## config.mk

```make
export PLATFORM = sky130hd
export DESIGN_NAME = pipeline_stage1_fetch
export DESIGN_NICKNAME = d
export VERILOG_FILES = /design/src/rtl/pipeline_pkg.sv /design/src/rtl/pipeline_stage1_fetch_pcra_counter.sv /design/src/rtl/pipeline_stage1_fetch.sv
export SDC_FILE = /design/constraint.sdc
export NUM_CORES = 1
export LEC_CHECK = 0
export ABC_AREA = 0
export CAP_MARGIN = 25
export CORE_MARGIN = 2
export CORE_UTILIZATION = 45
export DETAILED_ROUTE_END_ITERATION = 16
export PLACE_DENSITY = 0.74
export SYNTH_ARGS = -nofsm -noshare
export SYNTH_HDL_FRONTEND = slang
export SYNTH_HIERARCHICAL = 1
export SYNTH_SLANG_ARGS = --single-unit
```

## constraint.sdc

```tcl
create_clock -name clk -period 3.5 [get_ports clk]
set_input_delay 0.525 -clock clk [delete_from_list [all_inputs] [get_ports clk]]
set_output_delay 0.525 -clock clk [all_outputs]
set_load 0.1 [all_outputs]
```

## src/rtl/pipeline_pkg.sv

```systemverilog
// Shared constants and state encoding for the stage-1 instruction fetch front end.
package pipeline_pkg;

  localparam int unsigned DATA_W               = 8;
  localparam int unsigned PC_W                 = 16;
  localparam logic [7:0]  NOP_DEFAULT          = 8'h00;
  localparam int unsigned RESET_CYCLES_DEFAULT = 2;

  typedef enum logic [2:0] {
    ST_FLUSH = 3'd0,
    ST_FETCH = 3'd1,
    ST_FLIP  = 3'd2,
    ST_STALL = 3'd3,
    ST_TURN  = 3'd4,
    ST_HALT  = 3'd5
  } fetch_state_e;

endpackage

```

## src/rtl/pipeline_stage1_fetch_pcra_counter.sv

```systemverilog
// One program-counter register: byte-wise loads from the main bus, or increment with wrap.
module pcra_counter #(
  parameter int unsigned WIDTH      = 8,
  parameter int unsigned ADDR_WIDTH = 16
) (
  input  logic                  clk,
  input  logic                  reset,
  input  logic                  load_lo,
  input  logic                  load_hi,
  input  logic                  inc,
  input  logic [WIDTH-1:0]      d,
  output logic [ADDR_WIDTH-1:0] q
);

  // Loads win over increment; the top never requests both on one register.
  always_ff @(posedge clk) begin
    if (reset) begin
      q <= '0;
    end else if (load_lo || load_hi) begin
      if (load_lo) q[WIDTH-1:0] <= d;
      if (load_hi) q[ADDR_WIDTH-1 -: WIDTH] <= d;
    end else if (inc) begin
      q <= q + ADDR_WIDTH'(1);
    end
  end

endmodule

```

## src/rtl/pipeline_stage1_fetch.sv

```systemverilog
// Instruction-fetch front end: dual PC, bubble/flip, bus hand-off and halt control.
module pipeline_stage1_fetch
  import pipeline_pkg::*;
#(
  parameter int unsigned     WIDTH        = DATA_W,
  parameter int unsigned     ADDR_WIDTH   = PC_W,
  parameter logic [WIDTH-1:0] NOP_OPCODE  = NOP_DEFAULT,
  parameter int unsigned     RESET_CYCLES = RESET_CYCLES_DEFAULT
) (
  input  logic                  clk,
  input  logic                  reset,
  input  logic [WIDTH-1:0]      mem_data_in,
  input  logic [WIDTH-1:0]      mainbus_in,
  input  logic                  pcra_load_lo,
  input  logic                  pcra_load_hi,
  input  logic                  ctrl_pcra_flip,
  input  logic                  ctrl_bus_request,
  input  logic                  ctrl_break,
  input  logic                  resume,
  output logic [ADDR_WIDTH-1:0] fetch_addr,
  output logic                  fetch_en,
  output logic [WIDTH-1:0]      instruction,
  output logic                  flag_pcraflip,
  output logic                  bus_grant,
  output logic                  halted,
  output logic [ADDR_WIDTH-1:0] pcra0,
  output logic [ADDR_WIDTH-1:0] pcra1
);

  localparam int unsigned CNT_W = (RESET_CYCLES > 1) ? $clog2(RESET_CYCLES + 1) : 1;

  fetch_state_e     state;
  logic [CNT_W-1:0] flush_cnt;

  logic fetch_go_c;
  logic load_ok_c;

  // A byte is consumed only in FETCH with no control bit pending.
  assign fetch_go_c = (state == ST_FETCH) && !ctrl_break && !ctrl_bus_request && !ctrl_pcra_flip;
  assign load_ok_c  = (state != ST_FLUSH);
  assign fetch_addr = flag_pcraflip ? pcra1 : pcra0;

  // Loads go to the PC that is inactive before the edge; increments to the active one.
  pcra_counter #(.WIDTH(WIDTH), .ADDR_WIDTH(ADDR_WIDTH)) u_pcra0 (
    .clk     (clk),
    .reset   (reset),
    .load_lo (load_ok_c && pcra_load_lo && flag_pcraflip),
    .load_hi (load_ok_c && pcra_load_hi && flag_pcraflip),
    .inc     (fetch_go_c && !flag_pcraflip),
    .d       (mainbus_in),
    .q       (pcra0)
  );

  pcra_counter #(.WIDTH(WIDTH), .ADDR_WIDTH(ADDR_WIDTH)) u_pcra1 (
    .clk     (clk),
    .reset   (reset),
    .load_lo (load_ok_c && pcra_load_lo && !flag_pcraflip),
    .load_hi (load_ok_c && pcra_load_hi && !flag_pcraflip),
    .inc     (fetch_go_c && flag_pcraflip),
    .d       (mainbus_in),
    .q       (pcra1)
  );

  // Fetch FSM; each output flop reflects the state being entered on this edge.
  always_ff @(posedge clk) begin
    if (reset) begin
      state         <= ST_FLUSH;
      flush_cnt     <= CNT_W'(RESET_CYCLES);
      instruction   <= NOP_OPCODE;
      fetch_en      <= 1'b0;
      bus_grant     <= 1'b0;
      halted        <= 1'b0;
      flag_pcraflip <= 1'b0;
    end else begin
      instruction <= NOP_OPCODE;
      fetch_en    <= 1'b0;
      bus_grant   <= 1'b0;
      halted      <= 1'b0;
      case (state)
        ST_FLUSH: begin
          if (flush_cnt <= CNT_W'(1)) begin
            state    <= ST_FETCH;
            fetch_en <= 1'b1;
          end else begin
            flush_cnt <= flush_cnt - CNT_W'(1);
          end
        end
        ST_FETCH: begin
          if (ctrl_break) begin
            state  <= ST_HALT;
            halted <= 1'b1;
          end else if (ctrl_bus_request) begin
            state     <= ST_STALL;
            bus_grant <= 1'b1;
          end else if (ctrl_pcra_flip) begin
            state         <= ST_FLIP;
            flag_pcraflip <= !flag_pcraflip;
          end else begin
            instruction <= mem_data_in;
            fetch_en    <= 1'b1;
          end
        end
        ST_FLIP: begin
          state    <= ST_FETCH;
          fetch_en <= 1'b1;
        end
        ST_STALL: begin
          if (ctrl_bus_request) begin
            bus_grant <= 1'b1;
          end else begin
            state <= ST_TURN;
          end
        end
        ST_TURN: begin
          state    <= ST_FETCH;
          fetch_en <= 1'b1;
        end
        ST_HALT: begin
          if (resume) begin
            state    <= ST_FETCH;
            fetch_en <= 1'b1;
          end else begin
            halted <= 1'b1;
          end
        end
        default: begin
          state     <= ST_FLUSH;
          flush_cnt <= CNT_W'(RESET_CYCLES);
        end
      endcase
    end
  end

endmodule

```

# Word-level counts from Yosys, hierarchy flattened
# Cells that the tools add are included.
totals:
  memories: 0
  latch_bits: 0
  romBits: 0
  ramBits: 0
  register_bits: 49
  word_cells: 94
  out_inout_bits: 60
op_classes:
  bitwise: 4
  n_div: 0
  n_eq_ne: 14
  shifts: 0
  mul: 0
  n_mux: 30
  order_cmp: 1
  reduce_logical: 31
  n_addsub: 3
ops:
  columns: ["cell", "count"]
  rows:
  - ["$mux 16", 5]
  - ["$add 16x1->16 const B", 2]
  - ["$mux 8", 4]
  - ["$mux 3", 6]
  - ["$pmux 3 s5", 1]
  - ["$logic_and 1x1->1", 11]
  - ["$reduce_and 2->1", 5]
  - ["$reduce_or 5->1", 2]
  - ["$mux 1", 9]
  - ["$ne 2x1->1 const B", 4]
  - ["$ne 2x2->1 const B", 4]
  - ["$reduce_and 4->1", 2]
  - ["$eq 3x2->1 const B", 2]
  - ["$eq 3x3->1 const B", 2]
  - ["$logic_not 1->1", 4]
  - ["$ne 4x4->1 const B", 1]
  - ["$not 1->1", 4]
  - ["$pmux 1 s2", 2]
  - ["$pmux 1 s4", 1]
  - ["$pmux 2 s2", 1]
  - ["$reduce_bool 2->1", 2]
  - ["$eq 3x1->1 const B", 1]
  - ["$logic_not 3->1", 1]
  - ["$reduce_bool 3->1", 1]
  - ["5 further kinds", 6]

# Depth between registers and ports, before layout
# Gate-level depths: netlist (run 1).
depth:
  ltp_word: 7
  ltp_mapped: 9
  ltp_nobuf: 7

# Hierarchy
# Netlist (run 1), hierarchy kept.
by_module_without_submodules:
  columns: ["module", "instances", "seq_area_each_um2", "area_per_inst_um2", "cells_per_inst"]
  rows:
  - ["pcra_counter", 2, 320.3, 992.2, 113]
  - ["pipeline_stage1_fetch", 1, 340.3, 947.2, 101]

# Worst setup path after synthesis (run 1)
# Ideal clock, no wire load.
synth_timing:
  path_kind: "register to register"
  start: "register flag_pcraflip"
  end: "register u_pcra1.q[15]"
  path_slack_ns: 0.759
  setup_ns: 0.120
  path_buffers: 2
  period_less_slack_ns: 2.741
  t_arrival_ns: 2.621
  required_time_ns: 3.380
  stages_incl_launch_ff: 9
  cell_sequence: "dfxtp_1 buf_2 inv_1 and3_1 buf_2 and4b_1 nand3_1 o31a_1 o31a_1"
synth_via:
  elab_chain_cells: 5
  elab_cells_between_ends: 9
  classes_between: "1 x eq/ne; 1 x mux; 7 x reduce/logical"
synth_lines:
  columns: ["element", "line_no", "rtl"]
  rows:
  - ["start, declared", "pipeline_stage1_fetch.sv:23", "output logic flag_pcraflip,"]
  - ["start signal, assigned", "pipeline_stage1_fetch.sv:97", "flag_pcraflip <= !flag_pcraflip;"]
  - ["$logic_not 1->1", "pipeline_stage1_fetch.sv:57, pipeline_stage1_fetch.sv:58", null]
  - ["$logic_and 1x1->1 (on tied branches)", "pipeline_stage1_fetch.sv:57, pipeline_stage1_fetch.sv:58", null]
  - ["$logic_or 1x1->1", "pipeline_stage1_fetch_pcra_counter.sv:19", "end else if (load_lo || load_hi) begin"]
  - ["$ne 2x1->1 (no source line) or $reduce_bool 2->1 (tied branches)", null, null]
  - ["$reduce_and 2->1 (no source line)", null, null]
  - ["end signal, assigned", "pipeline_stage1_fetch_pcra_counter.sv:23", "q <= q + ADDR_WIDTH'(1);"]
  - ["end, declared", "pipeline_stage1_fetch_pcra_counter.sv:12", "output logic [ADDR_WIDTH-1:0] q"]
# Parallel ways exist; a longest one is shown, timed or not.
# A chain may end at the register's enable or synchronous reset.

# Worst setup path in the final report (run 1)
layout_timing:
  start: "register state[1]"
  end: "register u_pcra0.q[15]"
layout_via:
  elab_chain_cells: 7
  elab_cells_between_ends: 15
  classes_between: "2 x eq/ne; 1 x mux; 12 x reduce/logical"
layout_lines:
  columns: ["element", "line_no", "rtl"]
  rows:
  - ["start, declared", "pipeline_stage1_fetch.sv:32", "fetch_state_e state;"]
  - ["start signal, assigned", "pipeline_stage1_fetch.sv:67", "state <= ST_FLUSH;"]
  - ["start signal, assigned", "pipeline_stage1_fetch.sv:82", "state <= ST_FETCH;"]
  - ["start signal, assigned", "pipeline_stage1_fetch.sv:90", "state <= ST_HALT;"]
  - ["$eq 3x1->1", "pipeline_stage1_fetch.sv:39", "assign fetch_go_c = (state == ST_FETCH) && !ctrl_break && !ctrl_bus_request && !ctrl_pcra_flip;"]
  - ["$logic_and 1x1->1 (3 in series)", "pipeline_stage1_fetch.sv:39", null]
  - ["$logic_and 1x1->1", "pipeline_stage1_fetch.sv:49", ".inc (fetch_go_c && !flag_pcraflip),"]
  - ["$reduce_bool 2->1 (no source line)", null, null]
  - ["$reduce_and 2->1 (no source line)", null, null]
  - ["end signal, assigned", "pipeline_stage1_fetch_pcra_counter.sv:23", null]
  - ["end, declared", "pipeline_stage1_fetch_pcra_counter.sv:12", null]
# Parallel ways exist; a longest one is shown, timed or not.

==> run summary, run 1 <==
Worst path cell trace: or3_2 > and3_1 > and4b_1 > nand3_1 > o31a_1 > o31a_1
Post-route cell area: 3870 um^2
I/O Pins: 84
Worst hold path type: flop to flop
H-tree lvl count: 2
Most used cell, CP: o31a_1
Placed cell area: 3730 um^2
Site Rows: 29
Pre-antenna DRT Iters: 4
Placer Congestion: 0.847
Die width: 84.7 um
PnR worst setup slack: 0.904 ns
Sequential share of the synthesized area: 33.5%
First-pass GRT wire length: 13.3 mm
Setup TNS: 0 ns
Die Height: 84.7 um
Total gr overflow: 0
Fmax: 0.385 GHz
Wire per inst: 17.2 um
Worst rel slew slack: 33.6%
Ys Warns: 6
Synth cell types: 49
Antenna violations before repair: 0
Starting Density: 46.4%
Number of fill cells in the layout: 591
# diodes: 0
Status: complete, no violations
FF+latch count, synth: 49
1st-iter DRT viols: 174
Mean area per synthesized cell: 8.97 um^2
Final Hold Viols: 0
Die footprint: 7180 um^2
Final Cycle Share: 74.2%
Met3 Resource Use GR: 5.70%
Routed vias: 2,761
Commonest non-fill, non-tap cell in the layout: clkdlybuf4s50_1
DP HPWL: 5.96 mm
Routed Wire Length: 8.25 mm
Clk Tree Root Cell: clkbuf_8
Crit Path Category: flop to flop
Max cap viols: 0
Port bufs: 83
PwrDens: 594 nW/um^2
P_leak: 1.48 nW
# setup viols final: 0
Share of cells above drive strength 1: 15.0%
CP required: 3.70 ns
RSZ-0062 raised after global routing: false
Worst-path clk slew: 0.10 ns
VDD IR-drop max: 0.000508 V
Inst Count DP: 470
Final Core Density: 61.3%
Pin count of the biggest net entering global routing: 46
Core box area: 6310 um^2
Max stage delay cell, worst path: or3_2
Clock sinks: 49
CP peak stage delay: 0.55 ns
Global-route track usage on met2: 37.3%
Commonest cells after routing, fill and taps aside: 66 x clkdlybuf4s50_1, 49 x dfxtp_1, 23 x nor2_1, 22 x inv_1, 21 x xnor2_1
DRC: 0
Area Overhead vs Synth: 32.0%
Clk buf depth: 2
Worst skew pair latency: 0.30 ns
Final Net Count: 427
Tmin final: 2.60 ns
Startpoint Class: flop
CTS tree: done
Mapped Cells: 327
Post-CTS resize count: 0
Arrival @ worst endpoint: 2.80 ns
Vias in the first global route: 2,638
Synthesized net count: 354
Min Hold Slack: 0.560 ns
Post-Syn Area: 2930 um^2
Critical path peak fanout: 18
Worst setup EP type: flop
Num CTS Buffers: 5
Antenna viol nets, final: 0
Slew Limit Fails: 0
Total Power: 2.30 mW
Gr usage total: 23.1%
Setup Fix Bufs, Post-CTS: 0
Grt met1 use: 31.0%
Non-Filler Instances: 478
Layout Skew: 0.0109 ns
DR vias/cell: 5.78
Layer with the highest usage: met2
Worst-margin pin slew: 0.993 ns
Setup Slack @ Placement: 0.683 ns
CTS hold repair buffers: 0
[power by group]
group          leakage [nW]  internal (mW)  switching (mW)
sequential            0.399          0.636           0.134
combinational          1.01          0.321           0.712
clock                0.0687          0.288           0.206
total                  1.48           1.24            1.05
[worst paths after layout]
| kind | startpoint | end | slack, ns | cells after the start |
|---|---|---|---|---|
| worst min register to register | flush_cnt[1] | flush_cnt[1] | 0.56 | 2 |
| worst max-delay path | state[1] | u_pcra0/q[15] | 0.90 | 6 |
| worst max register to register | state[1] | u_pcra0/q[15] | 0.90 | 6 |
| worst min-delay path | flush_cnt[1] | flush_cnt[1] | 0.56 | 2 |
[registers in the layout, summed over array words and instances (netlist names)]
name and count:
u_pcra1/q 16, state 3, instruction 8, bus_grant 1, flag_pcraflip 1, fetch_en 1, halted 1, flush_cnt 2
u_pcra0/q 16
[cell usage after synthesis, drive strengths merged]
master / n / area (um^2)
a31oi: 1 / 6.26
inv: 22 / 82.6
clkbuf: 10 / 37.5
and2: 8 / 50.1
and4: 2 / 17.5
nor4: 14 / 155
nand4: 11 / 81.3
or3: 4 / 26.3
o21ai: 5 / 25.0
nand3: 7 / 35.0
o32a: 1 / 10.0
nand4b: 3 / 26.3
buf: 10 / 68.8
a211oi: 8 / 65.1
mux2i: 7 / 70.1
o31a: 8 / 70.1
a21o: 4 / 30.0
a21oi: 20 / 100
o21a: 11 / 82.6
ha: 3 / 37.5
xor2: 2 / 17.5
nand3b: 4 / 30.0
mux2: 18 / 203
dfxtp: 49 / 981
nand2: 8 / 30.0
o211a: 1 / 10.0
nor2: 23 / 86.3
and3: 4 / 25.0
nor3: 12 / 70.1
a221oi: 1 / 8.76
nand2b: 6 / 37.5
and4b: 4 / 40.0
o21bai: 3 / 22.5
xnor2: 21 / 184
a22oi: 1 / 7.51
o31ai: 2 / 15.0
or2: 1 / 6.26
nor3b: 4 / 30.0
nor4b: 1 / 23.8
or3b: 2 / 17.5
and2b: 1 / 8.76
[layer usage]
| layer | part of all wire (%) | routed length (um) |
|---|---|---|
| met5 | 0 | 0 |
| met4 | 0.59 | 49 |
| met3 | 9.0 | 746 |
| met2 | 47 | 3920 |
| met1 | 43 | 3530 |
[final cells by class]
class,count,area [um^2],share of cell area (%)
clock buffer,5,68.8,1.78
clock inverter,3,68.8,1.78
inverter,22,82.6,2.13
multi-input combinational,236,1760,45.5
sequential,49,981,25.3
tap,77,96.3,2.49
timing repair buffer,86,811,21.0
[cells by family (layout without fill, tap and decap cells)]
family	Yosys count	in the layout	share of synthesized area (%)
simple gates	119	119	27.2
compound gates	66	66	15.5
flops	49	49	33.5
buf+inv	42	116	6.44
mux	25	25	9.30
xor+xnor	23	23	6.87
fa+ha+maj	3	3	1.28
[worst max-delay path, delay by kind of cell, from the launching register on]
kind	cells	cell delay (ns)
AOI/OAI and AO/OA	2	0.54
DFF	1	0.44
and+or+nand+nor	4	1.51
Note: power is estimated with default switching activity, not from simulation.
==> run 2, diff against run 1 <==
==> constraint.sdc (replaced) <==
create_clock -name clk -period 2.55 [get_ports clk]
set_input_delay 0.3825 -clock clk [delete_from_list [all_inputs] [get_ports clk]]
set_output_delay 0.3825 -clock clk [all_outputs]
set_load 0.1 [all_outputs]
==> run summary, run 2 (synthesis results as in run 1) <==
Setup Fix Bufs, Post-CTS: 0 (unchanged)
Critical path peak fanout: 8 (was 18)
Clock share of power: 16.4% (was 21.5%)
DR vias/cell: 5.75 (was 5.78)
Arrival @ worst endpoint: 2.43 ns (was 2.80 ns)
Grt met1 use: 30.3% (was 31.0%)
Core box area: 6310 um^2 (unchanged)
Slew Limit Fails: 0 (unchanged)
# diodes: 0 (unchanged)
PwrDens: 786 nW/um^2 (was 594 nW/um^2)
Top Registers: u_pcra0/q x16, u_pcra1/q x16, instruction x8 (unchanged)
Worst-margin pin slew: 0.425 ns (was 0.993 ns)
Layout Skew: 0.00528 ns (was 0.0109 ns)
Pint: 1.52 mW (was 1.24 mW)
I/O Pins: 84 (unchanged)
Worst setup EP type: flop (unchanged)
Switching share of power: 49.2% (was 45.8%)
VDD IR-drop max: 0.000562 V (was 0.000508 V)
Final Cycle Share: 87.2% (was 74.2%)
Num CTS Buffers: 5 (unchanged)
Gr usage total: 23.1% (about the same)
Setup TNS: 0 ns (unchanged)
Tmin final: 2.22 ns (was 2.60 ns)
DP HPWL: 6.13 mm (was 5.96 mm)
Placer Congestion: 0.872 (was 0.847)
Worst-path clk slew: 0.10 ns (about the same)
Worst hold path type: flop to flop (unchanged)
Pin count of the biggest net entering global routing: 38 (was 46)
Die footprint: 7180 um^2 (unchanged)
P_sw: 1.47 mW (was 1.05 mW)
Total Power: 2.98 mW (was 2.30 mW)
Total gr overflow: 0 (unchanged)
Antenna viol nets, final: 0 (unchanged)
# setup viols final: 0 (unchanged)
Global-route track usage on met2: 37.0% (was 37.3%)
P_leak: 1.59 nW (was 1.48 nW)
Non-Filler Instances: 486 (was 478)
Logic pwr share: 49.1% (was 44.9%)
Status: complete, no violations (unchanged)
CP required: 2.76 ns (was 3.70 ns)
Site Rows: 29 (unchanged)
Starting Density: 46.4% (unchanged)
DRC: 0 (unchanged)
Vias in the first global route: 2,647 (was 2,638)
Layer with the highest usage: met2 (unchanged)
CTS hold repair buffers: 0 (unchanged)
First-pass GRT wire length: 13.3 mm (about the same)
Port bufs: 83 (unchanged)
Clock sinks: 49 (unchanged)
Startpoint Class: flop (unchanged)
H-tree lvl count: 2 (unchanged)
Wire per inst: 16.8 um (was 17.2 um)
Clk Tree Root Cell: clkbuf_8 (unchanged)
Max cap viols: 0 (unchanged)
PnR worst setup slack: 0.327 ns (was 0.904 ns)
Sequential share of power: 34.5% (was 33.5%)
Inst Count DP: 478 (was 470)
Min Hold Slack: 0.552 ns (was 0.560 ns)
Commonest non-fill, non-tap cell in the layout: buf_4 (was clkdlybuf4s50_1)
CTS tree: done (unchanged)
Area Overhead vs Synth: 29.4% (was 32.0%)
RSZ-0062 raised after global routing: false (unchanged)
Post-CTS resize count: 0 (unchanged)
Pre-antenna DRT Iters: 5 (was 4)
Final Hold Viols: 0 (unchanged)
1st-iter DRT viols: 196 (was 174)
Worst rel slew slack: 71.6% (was 33.6%)
Fmax: 0.450 GHz (was 0.385 GHz)
Routed vias: 2,795 (was 2,761)
Met3 Resource Use GR: 6.88% (was 5.70%)
Commonest cells after routing, fill and taps aside: 70 x buf_4, 48 x dfxtp_1, 23 x nor2_1, 23 x clkdlybuf4s50_1, 22 x inv_1 (was 66 x clkdlybuf4s50_1, 49 x dfxtp_1, 23 x nor2_1, 22 x inv_1, 21 x xnor2_1)
Die Height: 84.7 um (unchanged)
Routed Wire Length: 8.16 mm (was 8.25 mm)
Die width: 84.7 um (unchanged)
Antenna violations before repair: 0 (unchanged)
Share of cells above drive strength 1: 27.4% (was 15.0%)
Final Net Count: 435 (was 427)
Worst skew pair latency: 0.31 ns (was 0.30 ns)
Crit Path Category: flop to flop (unchanged)
Setup Slack @ Placement: 0.152 ns (was 0.683 ns)
Clk buf depth: 2 (unchanged)
-- run 2: changes by cell type in the layout (fill, tap and decap cells not counted), sizes merged --
cell | previous run | this run
buf | 20 | 71
bufinv | 2 | 0
clkdlybuf4s50 | 66 | 23
clkinv | 0 | 1
clkinvlp | 0 | 1
-- run 2: per-stage QoR --
step	util [%]	instance area, um^2
2_1_floorplan	-	2930
3_3_place_gp	58.6	3700
3_5_place_dp	58.6	3700
4_1_cts	60.1	3790
5_1_grt	60.1	3790
6_report	60.1	3790
-- run 2: worst paths after layout --
| check | start | end | slack, ns | cells after the start |
|---|---|---|---|---|
| worst max-delay path | state[0] | u_pcra1/q[15] | 0.33 | 6 |
| worst min-delay path | flush_cnt[1] | flush_cnt[1] | 0.55 | 2 |
| worst max register to register | state[0] | u_pcra1/q[15] | 0.33 | 6 |
| worst min register to register | flush_cnt[1] | flush_cnt[1] | 0.55 | 2 |
-- run 2: critical path, stage by stage (launching register included) --
cell and delay [ns]:
dfxtp_1 0.32, or3_2 0.52, and3_1 0.29, and4b_1 0.30
nand3_1 0.14, o31a_1 0.31, o31a_1 0.24
-- run 2: routing by layer --
metal	vias to the layer above	part of all wire, %
met5	-	0
met1	1313	44
met4	0	1.4
met3	13	8.8
li1	1348	-
met2	121	45
-- run 2: layout make-up --
class / count / area, um^2
Tap cell: 77 / 96.3
Timing Repair Buffer: 94 / 776
Multi-Input combinational cell: 236 / 1760
Fill cell: 609 / 2520
Sequential cell: 49 / 982
Clock buffer: 5 / 68.8
Inverter: 22 / 82.6
Clock inverter: 3 / 25.0
-- run 2: power groups by stage --
| stage | combinational [mW] | clock [mW] | sequential (mW) |
|---|---|---|---|
| detailed placement | 1.46 | 0 | 1.05 |
| floorplan | 0.583 | 0 | 1.58 |
| global route | 1.54 | 0.540 | 1.05 |
| CTS | 1.46 | 0.508 | 1.03 |
| finish | 1.46 | 0.490 | 1.03 |
| global placement | 1.44 | 0 | 1.04 |
